`config.mk`:
```
export PLATFORM = sky130hd
export DESIGN_NAME = cache_line_mover
export DESIGN_NICKNAME = d
export VERILOG_FILES = /design/src/rtl/torrence_types.sv /design/src/rtl/cache_line_mover.sv
export SDC_FILE = /design/constraint.sdc
export NUM_CORES = 1
export LEC_CHECK = 0
export ABC_AREA = 1
export BUFFER_PORTS_ARGS = -buffer_cell sky130_fd_sc_hd__buf_4
export CAP_MARGIN = 20
export CORE_UTILIZATION = 29
export CTS_CLUSTER_DIAMETER = 120
export DETAILED_ROUTE_END_ITERATION = 7
export SYNTH_ARGS = -nofsm -noshare
export SYNTH_HDL_FRONTEND = slang
export SYNTH_SLANG_ARGS = --single-unit
```
`constraint.sdc`:
```
create_clock -name clk -period 1.8 [get_ports clk]
set_clock_uncertainty 0.1 [all_clocks]
set_input_delay 0.36 -clock clk [delete_from_list [all_inputs] [get_ports clk]]
set_output_delay 0.36 -clock clk [all_outputs]
set_load 0.01 [all_outputs]
```
`src/rtl/torrence_types.sv`:
```
// ============================================================================
// Module      : torrence_types
// Description : Shared types for the cache subsystem: memory access sizes and
//               the line-mover FSM states.
// Revision    : 1.0 - initial release
// ============================================================================
`default_nettype none

package torrence_types;

  typedef enum logic [1:0] {
    BYTE = 2'd0,
    HALF = 2'd1,
    WORD = 2'd2
  } memory_operation_size_e;

  typedef enum logic [2:0] {
    CLM_IDLE      = 3'd0,
    CLM_EVICT     = 3'd1,
    CLM_FILL_REQ  = 3'd2,
    CLM_FILL_WAIT = 3'd3,
    CLM_DONE      = 3'd4
  } cache_line_mover_state_e;

endpackage

`default_nettype wire

```
`src/rtl/cache_line_mover.sv`:
```
// ============================================================================
// Module      : cache_line_mover
// Description : Moves one cache line between the data array and main memory:
//               optional word-by-word write-back of the victim, then refill.
// Revision    : 1.0 - initial release
// ============================================================================
`default_nettype none

module cache_line_mover
  import torrence_types::*;
#(
  parameter int XLEN           = 32,
  parameter int SET_SIZE       = 2,
  parameter int WORDS_PER_LINE = 8,
  parameter int ASSOC          = 1,
  localparam int WORD_SEL      = $clog2(WORDS_PER_LINE),
  localparam int ASSOC_SIZE    = (ASSOC > 1) ? $clog2(ASSOC) : 1,
  localparam int TAG_SIZE      = XLEN - SET_SIZE - WORD_SEL - 2
) (
  input  logic                   clk,
  input  logic                   reset,
  input  logic                   req_valid,
  output logic                   req_ready,
  input  logic                   req_evict,
  input  logic [SET_SIZE-1:0]    req_set,
  input  logic [ASSOC_SIZE-1:0]  req_way,
  input  logic [TAG_SIZE-1:0]    req_evict_tag,
  input  logic [TAG_SIZE-1:0]    req_fill_tag,
  output logic                   done,
  output logic                   dl_perform_write,
  output logic [SET_SIZE-1:0]    dl_set,
  output logic [ASSOC_SIZE-1:0]  dl_selected_way,
  output logic [WORD_SEL-1:0]    dl_word_select,
  output memory_operation_size_e dl_op_size,
  output logic [XLEN-1:0]        dl_word_to_store,
  input  logic [XLEN-1:0]        dl_fetched_word,
  output logic                   mem_req_valid,
  input  logic                   mem_req_ready,
  output logic                   mem_req_write,
  output logic [XLEN-1:0]        mem_req_addr,
  output logic [XLEN-1:0]        mem_req_wdata,
  input  logic                   mem_rsp_valid,
  input  logic [XLEN-1:0]        mem_rsp_rdata
);

  localparam logic [WORD_SEL-1:0] LAST_WORD = WORD_SEL'(WORDS_PER_LINE - 1);
  localparam logic [WORD_SEL-1:0] CNT_ONE   = WORD_SEL'(1);

  cache_line_mover_state_e state_q, state_d;
  logic [WORD_SEL-1:0]     cnt_q, cnt_d;
  logic [SET_SIZE-1:0]     set_q;
  logic [ASSOC_SIZE-1:0]   way_q;
  logic [TAG_SIZE-1:0]     evict_tag_q;
  logic [TAG_SIZE-1:0]     fill_tag_q;

  // The line length is a power of two, so the counter wraps back to zero on
  // the last word of each phase without an explicit clear.
  always_comb begin
    state_d = state_q;
    cnt_d   = cnt_q;
    case (state_q)
      CLM_IDLE: begin
        if (req_valid) begin
          state_d = req_evict ? CLM_EVICT : CLM_FILL_REQ;
          cnt_d   = '0;
        end
      end
      CLM_EVICT: begin
        if (mem_req_ready) begin
          cnt_d = cnt_q + CNT_ONE;
          if (cnt_q == LAST_WORD) state_d = CLM_FILL_REQ;
        end
      end
      CLM_FILL_REQ: begin
        if (mem_req_ready) state_d = CLM_FILL_WAIT;
      end
      CLM_FILL_WAIT: begin
        if (mem_rsp_valid) begin
          cnt_d   = cnt_q + CNT_ONE;
          state_d = (cnt_q == LAST_WORD) ? CLM_DONE : CLM_FILL_REQ;
        end
      end
      CLM_DONE: state_d = CLM_IDLE;
      default: begin
        state_d = CLM_IDLE;
        cnt_d   = '0;
      end
    endcase
  end

  always_ff @(posedge clk) begin
    if (reset) begin
      state_q     <= CLM_IDLE;
      cnt_q       <= '0;
      set_q       <= '0;
      way_q       <= '0;
      evict_tag_q <= '0;
      fill_tag_q  <= '0;
    end else begin
      state_q <= state_d;
      cnt_q   <= cnt_d;
      if (state_q == CLM_IDLE && req_valid) begin
        set_q       <= req_set;
        way_q       <= req_way;
        evict_tag_q <= req_evict_tag;
        fill_tag_q  <= req_fill_tag;
      end
    end
  end

  assign req_ready = (state_q == CLM_IDLE);

  always_comb begin
    done             = 1'b0;
    dl_perform_write = 1'b0;
    dl_set           = set_q;
    dl_selected_way  = way_q;
    dl_word_select   = '0;
    dl_op_size       = WORD;
    dl_word_to_store = '0;
    mem_req_valid    = 1'b0;
    mem_req_write    = 1'b0;
    mem_req_addr     = '0;
    mem_req_wdata    = '0;
    case (state_q)
      CLM_EVICT: begin
        mem_req_valid  = 1'b1;
        mem_req_write  = 1'b1;
        mem_req_addr   = {evict_tag_q, set_q, cnt_q, 2'b00};
        mem_req_wdata  = dl_fetched_word;
        dl_word_select = cnt_q;
      end
      CLM_FILL_REQ: begin
        mem_req_valid = 1'b1;
        mem_req_addr  = {fill_tag_q, set_q, cnt_q, 2'b00};
      end
      CLM_FILL_WAIT: begin
        // A response landing in the reset cycle must not reach the array.
        if (mem_rsp_valid && !reset) begin
          dl_perform_write = 1'b1;
          dl_word_to_store = mem_rsp_rdata;
          dl_word_select   = cnt_q;
        end
      end
      CLM_DONE: done = 1'b1;
      default: ;
    endcase
  end

endmodule

`default_nettype wire
```
==> impl_metrics.json, run 1 <==
{
  "globalplace.congestion": 0.824,
  "outcome": "finished with violations",
  "drive_gt1_frac": 0.455,
  "synth_area_leaders": "dfxtp_1 (37%), inv_1 (12%), nor2_1 (10%)",
  "ys.flop_type": "dfxtp_1",
  "grt_start_max_net_pins": 48,
  "ys_seq_area_frac": 0.370,
  "grt_pass1_vias": 3612,
  "cts_max_level": 3,
  "multiInputGateArea_um2": 1670,
  "hold_ws_ns": 0.194,
  "cts_max_path_buffers": 2,
  "cts_tree": "done",
  "coreArea_um2": 10500,
  "critPathKind": "reg2out",
  "placementRows": 37,
  "hpwlAfterDp_mm": 8.67,
  "post_drt_wl_per_cell_um": 13.5,
  "hold_class": "in2reg",
  "critPathMaxFanout": 10,
  "required_ns": 1.34,
  "initial_core_util": 0.304,
  "ys_types": 25,
  "areaGrowthSynthToFinish_pct": 78.4,
  "finalNetCount": 849,
  "setup_slack_ns": -0.139,
  "drc": 0,
  "yosysTopAreaCell": "dfxtp_1",
  "cellPowerDensity_nw_per_um2": 1290,
  "p_leak_nw": 2.81,
  "drtAntennaViolNets": 0,
  "syn_area_um2": 3190,
  "ir_worst_vdd_mv": 0.657,
  "regArea_um2": 1190,
  "hold_viol_final": 0,
  "rsz0062_at_grt": "yes",
  "yosysWarnings": 0,
  "synth_cells": 493,
  "synth.top_cell.area_share": 0.370,
  "synth-seq-cells": 59,
  "io_buffers": 227,
  "path_buf_inv": 2,
  "crit_top_cell": "buf_4",
  "fp.dieH_um": 107,
  "clock-root-buffer": "clkbuf_8",
  "async_flop_share": 0,
  "vias": 3966,
  "die_w_um": 107,
  "period_share": 1.08,
  "syn_area_per_cell_um2": 6.48,
  "max_cap_viol_count": 0,
  "dieArea_um2": 11400,
  "arrival_ns": 1.48,
  "start_kind": "flip-flop",
  "overflow": 0,
  "antennaDiodeCount": 0,
  "numClockSinks": 59,
  "cp_top_family": "flip-flops",
  "critical_path.slowest_cell": "dfxtp_4",
  "grt_pass1_wl_mm": 17.0,
  "critPathMaxStageDelay_ns": 0.37,
  "insertion_delay_ns": 0.33,
  "fmax_mhz": 516,
  "fillers": 1001,
  "violations": "setup timing",
  "synth.most_common_cell": "inv_1",
  "global_route.usage.total": 0.191,
  "first_pass_iters": 4,
  "min_period_ns": 1.94,
  "drtIter0Drc": 196,
  "synth_common_cells": "inv_1 (102), nor2_1 (87), dfxtp_1 (59), a21oi_1 (54), nand2_1 (52)",
  "pre_cts_ws_ns": -0.0181,
  "antenna_found_initial": 0,
  "via_per_inst": 4.59,
  "path_clk_slew_ns": 0.07,
  "path_cells": "nor2_4, nand2_4, buf_4, o22ai_1, buf_4",
  "synth_edf_count": 0,
  "boundaryPins": 232,
  "final_max_slew_viol_count": 0,
  "setup_viol": 97,
  "p_total_mw": 7.37,
  "wirelength_mm": 11.7,
  "numCtsBuffers": 9,
  "crit_path_end_kind": "primary output"
}
[per-stage QoR]
step | cell area (um^2) | TNS [ns] | std cells | utilization
CTS | 5450 | -11.10 | 858 | 0.518
finish | 5700 | -8.38 | 864 | 0.542
detailed placement | 5050 | -0.0181 | 840 | 0.480
floorplan | 3200 | 0 | 495 | -
global placement | 5050 | -0.0639 | 840 | 0.480
global route | 5700 | -16.49 | 864 | 0.542
[layout make-up]
| cell class | count | area share |
|---|---|---|
| Clock inverter | 5 | 0.00527 |
| Inverter | 104 | 0.0712 |
| Clock buffer | 10 | 0.0242 |
| Tap cell | 136 | 0.0299 |
| Timing Repair Buffer | 254 | 0.367 |
| Sequential cell | 59 | 0.209 |
| Multi-Input combinational cell | 296 | 0.293 |
[repair_timing]
item,CTS,global route
pin swaps,3,5
resized for setup,43,51
hold buffers,0,0
setup endpoints to repair,99,101
setup buffers,2,5
gates cloned,1,2
[registers in the layout, summed over array words and instances (netlist names)]
name and flops:
dl_selected_way 1, dl_set 2, fill_tag_q 25, state_q 3, evict_tag_q 25, cnt_q 3
[worst reg2reg max path, cell delays in order (launching register included)]
cell and delay (ns):
dfxtp_4 0.37, inv_2 0.08, buf_6 0.12, nand2_4 0.06, nor2_4 0.19, nand2_4 0.16, buf_12 0.21, o21ai_0 0.22
a21oi_1 0.07
[worst paths after layout]
kind / startpoint / endpoint / slack [ns] / depth (start not counted)
setup / recovery: state_q[2] / mem_req_addr[16] / -0.14 / 5
hold / removal: req_fill_tag[8] / fill_tag_q[8] / 0.19 / 3
setup reg to reg: state_q[1] / fill_tag_q[6] / 0.11 / 8
hold reg to reg: evict_tag_q[9] / evict_tag_q[9] / 0.35 / 2
[routing by layer]
layer,global-route usage,wire (um)
met3,0.0547,883
met4,0.0440,124
met2,0.371,6160
met5,0,0
met1,0.200,4520
[placed cells by master (no fill, tap or decap), types with 2 or more instances in the layout]
cell type   Yosys  final
a21oi_1        54     54
buf_12          0      6
buf_4           5    228
buf_6           8     17
clkbuf_8        0     10
clkinv_2        0      3
clkinvlp_4      0      2
conb_1          2      4
dfxtp_1        59     56
dfxtp_4         0      3
ha_1            2      2
inv_1         102     99
inv_2           2      2
nand2_1        52     48
nand2_2         1      2
nand2_4         2      5
nand3_1         8      8
nor2_1         87     67
nor2_2          0     13
nor2_4          3     10
o21ai_0        47     47
o21ai_1         6      6
o22ai_1        25      3
o22ai_2         0     19
o22ai_4         0      3
[where the power goes]
group          internal [mW]  switching (mW)
combinational           1.98            2.48
clock                  0.521           0.516
sequential              1.71           0.164
[logic make-up (layout without fill, tap and decap cells)]
group,Yosys count,after routing,share of synthesized area
adders and majority gates,2,2,0.00784
buffers and inverters,140,373,0.194
other,2,4,0.00235
AOI/OAI and AO/OA,134,134,0.222
DFF,59,59,0.370
and+or+nand+nor,156,156,0.204
Power figures use the tool's default switching activity.
==> inputs of run 2 (changes only) <==
--- a/config.mk
+++ b/config.mk
@@ -11,6 +11,7 @@
 export CORE_UTILIZATION = 29
 export CTS_CLUSTER_DIAMETER = 120
 export DETAILED_ROUTE_END_ITERATION = 7
+export GPL_TIMING_DRIVEN = 0
 export SYNTH_ARGS = -nofsm -noshare
 export SYNTH_HDL_FRONTEND = slang
 export SYNTH_SLANG_ARGS = --single-unit
==> run 2 against run 1 <==
Effect of this change: the flow still finishes with violations (setup timing); via count up 4.7%; clock-buffer cell count up 2; sequential share of layout area down 1.6 points; core utilization up 4.5 points; wire length up 14%; cell count up 3.8%; largest cell class unchanged; largest power group unchanged.
==> impl_metrics.json, run 2 (synthesis gave the netlist of run 1 again) <==
{
  "cts_max_level": 3,
  "fmax_mhz": 499,
  "drtAntennaViolNets": 0,
  "overflow": 0,
  "die_w_um": 107,
  "path_cells": "nor2_4, nand2_4, buf_12, clkbuf_16, o22ai_4, buf_6",
  "start_kind": "flip-flop",
  "rrSetupSlack_ns": 0.08,
  "initial_core_util": 0.304,
  "setup_viol": 99,
  "antennaDiodeCount": 0,
  "min_from": "reset",
  "timing.rr.end": "fill_tag_q[5]",
  "grt_pass1_wl_mm": 19.9,
  "stdcell_count": 897,
  "final_common_cell": "buf_4",
  "finalCoreUtilization": 0.587,
  "rsz0062_at_grt": "yes",
  "critPathMaxFanout": 5,
  "outcome": "finished with violations",
  "violations": "setup timing",
  "max_cap_viol_count": 0,
  "setup_slack_ns": -0.205,
  "global_route.usage.total": 0.226,
  "numCtsBuffers": 9,
  "placed_cell_area_um2": 5070,
  "min_to": "state_q[1]",
  "drive_gt1_frac": 0.514,
  "fp.dieH_um": 107,
  "vias": 4153,
  "grt_start_max_net_pins": 11,
  "final_cell_mix": "buf_4 (229), inv_1 (98), dfxtp_1 (56), a21oi_1 (54), nand2_1 (47)",
  "min_period_ns": 2.01,
  "top_regs": "evict_tag_q (25), fill_tag_q (25)",
  "period_share": 1.11,
  "hold_class": "in2reg",
  "post_drt_wl_per_cell_um": 14.9,
  "first_pass_iters": 4,
  "antenna_found_initial": 0,
  "placementRows": 37,
  "power.internal_mw": 4.86,
  "finalNetCount": 881,
  "cts_max_path_buffers": 2,
  "arrival_ns": 1.55,
  "insertion_delay_ns": 0.33,
  "ir_worst_vdd_mv": 0.758,
  "via_per_inst": 4.63,
  "power_frac_seq": 0.224,
  "design_area_um2": 6170,
  "p_leak_nw": 2.99,
  "grt_pass1_vias": 4120,
  "dp.cells": 858,
  "wirelength_mm": 13.3,
  "clkPwrFrac": 0.149,
  "p_sw_mw": 3.51,
  "io_buffers": 227,
  "p_total_mw": 8.37,
  "crit_path_end_kind": "primary output",
  "drtIter0Drc": 148,
  "hold_ws_ns": 0.139,
  "dieArea_um2": 11400,
  "pwr-share-comb": 0.627,
  "cts_tree": "done",
  "min_path_cells": 2,
  "hpwlAfterDp_mm": 9.94,
  "path_clk_slew_ns": 0.06,
  "cellPowerDensity_nw_per_um2": 1360,
  "globalplace.congestion": 0.850,
  "critical_path.slowest_cell": "dfxtp_4",
  "coreArea_um2": 10500,
  "swShare": 0.420,
  "final_max_slew_viol_count": 0,
  "drc": 0,
  "required_ns": 1.34,
  "areaGrowthSynthToFinish_pct": 93.1,
  "numClockSinks": 59,
  "boundaryPins": 232,
  "critPathKind": "reg2out",
  "rr_worst_depth": 9,
  "critPathMaxStageDelay_ns": 0.37,
  "reg2reg_from": "state_q[0]",
  "hold_viol_final": 0,
  "clock-root-buffer": "clkbuf_8"
}
## run 2: changes by cell type in the layout (fill, tap and decap cells not counted), sizes merged
| cell | before | now |
|---|---|---|
| buf | 253 | 273 |
| clkinvlp | 2 | 0 |
| bufinv | 0 | 1 |
| clkbuf | 11 | 25 |
## run 2: power groups by stage
stage	clock [mW]	combinational, mW	sequential, mW
3_5_place_dp	0	3.73	1.87
6_report	1.25	5.25	1.88
3_3_place_gp	0	3.67	1.85
5_1_grt	1.33	5.66	1.92
2_1_floorplan	0	2.18	1.84
4_1_cts	1.26	4.73	1.86
## run 2: worst max path at each step
stage / startpoint / to / slack, ns / depth (start not counted)
2_1_floorplan: state_q[2] / mem_req_addr[10] / 0.15 / 5
3_3_place_gp: reset / dl_word_to_store[25] / -0.24 / 6
3_5_place_dp: reset / dl_word_to_store[25] / -0.26 / 6
4_1_cts: state_q[0] / mem_req_wdata[22] / -0.19 / 7
5_1_grt: state_q[2] / mem_req_addr[7] / -0.25 / 6
6_report: state_q[2] / mem_req_addr[15] / -0.21 / 6
## run 2: metal layers
| metal | GRT usage | routed length, um |
|---|---|---|
| met1 | 0.237 | 4930 |
| met3 | 0.0529 | 1160 |
| met4 | 0.0920 | 202 |
| met5 | 0 | 0 |
| met2 | 0.429 | 7040 |
## run 2: timing repair
action                                  CTS  global route
pin swaps                                 4             7
hold buffers                              0             0
cloned                                    2             3
resized for setup                        97            87
buffers inserted                         12             7
endpoints found under the setup margin  100           105
## run 2: worst max-delay path: cells and delay by family (launching register included)
family	cells	cell delay [ns]
compound gates	1	0.16
buf+inv	3	0.44
flops	1	0.37
simple gates	2	0.24
## run 2: final cells by class
| class | count | area, um^2 |
|---|---|---|
| clock buffers | 12 | 155 |
| plain buffers | 36 | 349 |
| well taps | 136 | 170 |
| inverters | 104 | 400 |
| flip-flops and latches | 59 | 1190 |
| fillers | 972 | 4340 |
| repair buffers | 250 | 2040 |
| clock inverters | 4 | 48.8 |
| multi-input cells | 296 | 1810 |
## run 2: through the flow
stage | setup TNS (ns) | setup WS, ns
2_1_floorplan | 0 | 0.152
3_3_place_gp | -10.58 | -0.240
3_5_place_dp | -11.67 | -0.261
4_1_cts | -15.56 | -0.193
5_1_grt | -21.81 | -0.250
6_report | -15.10 | -0.205
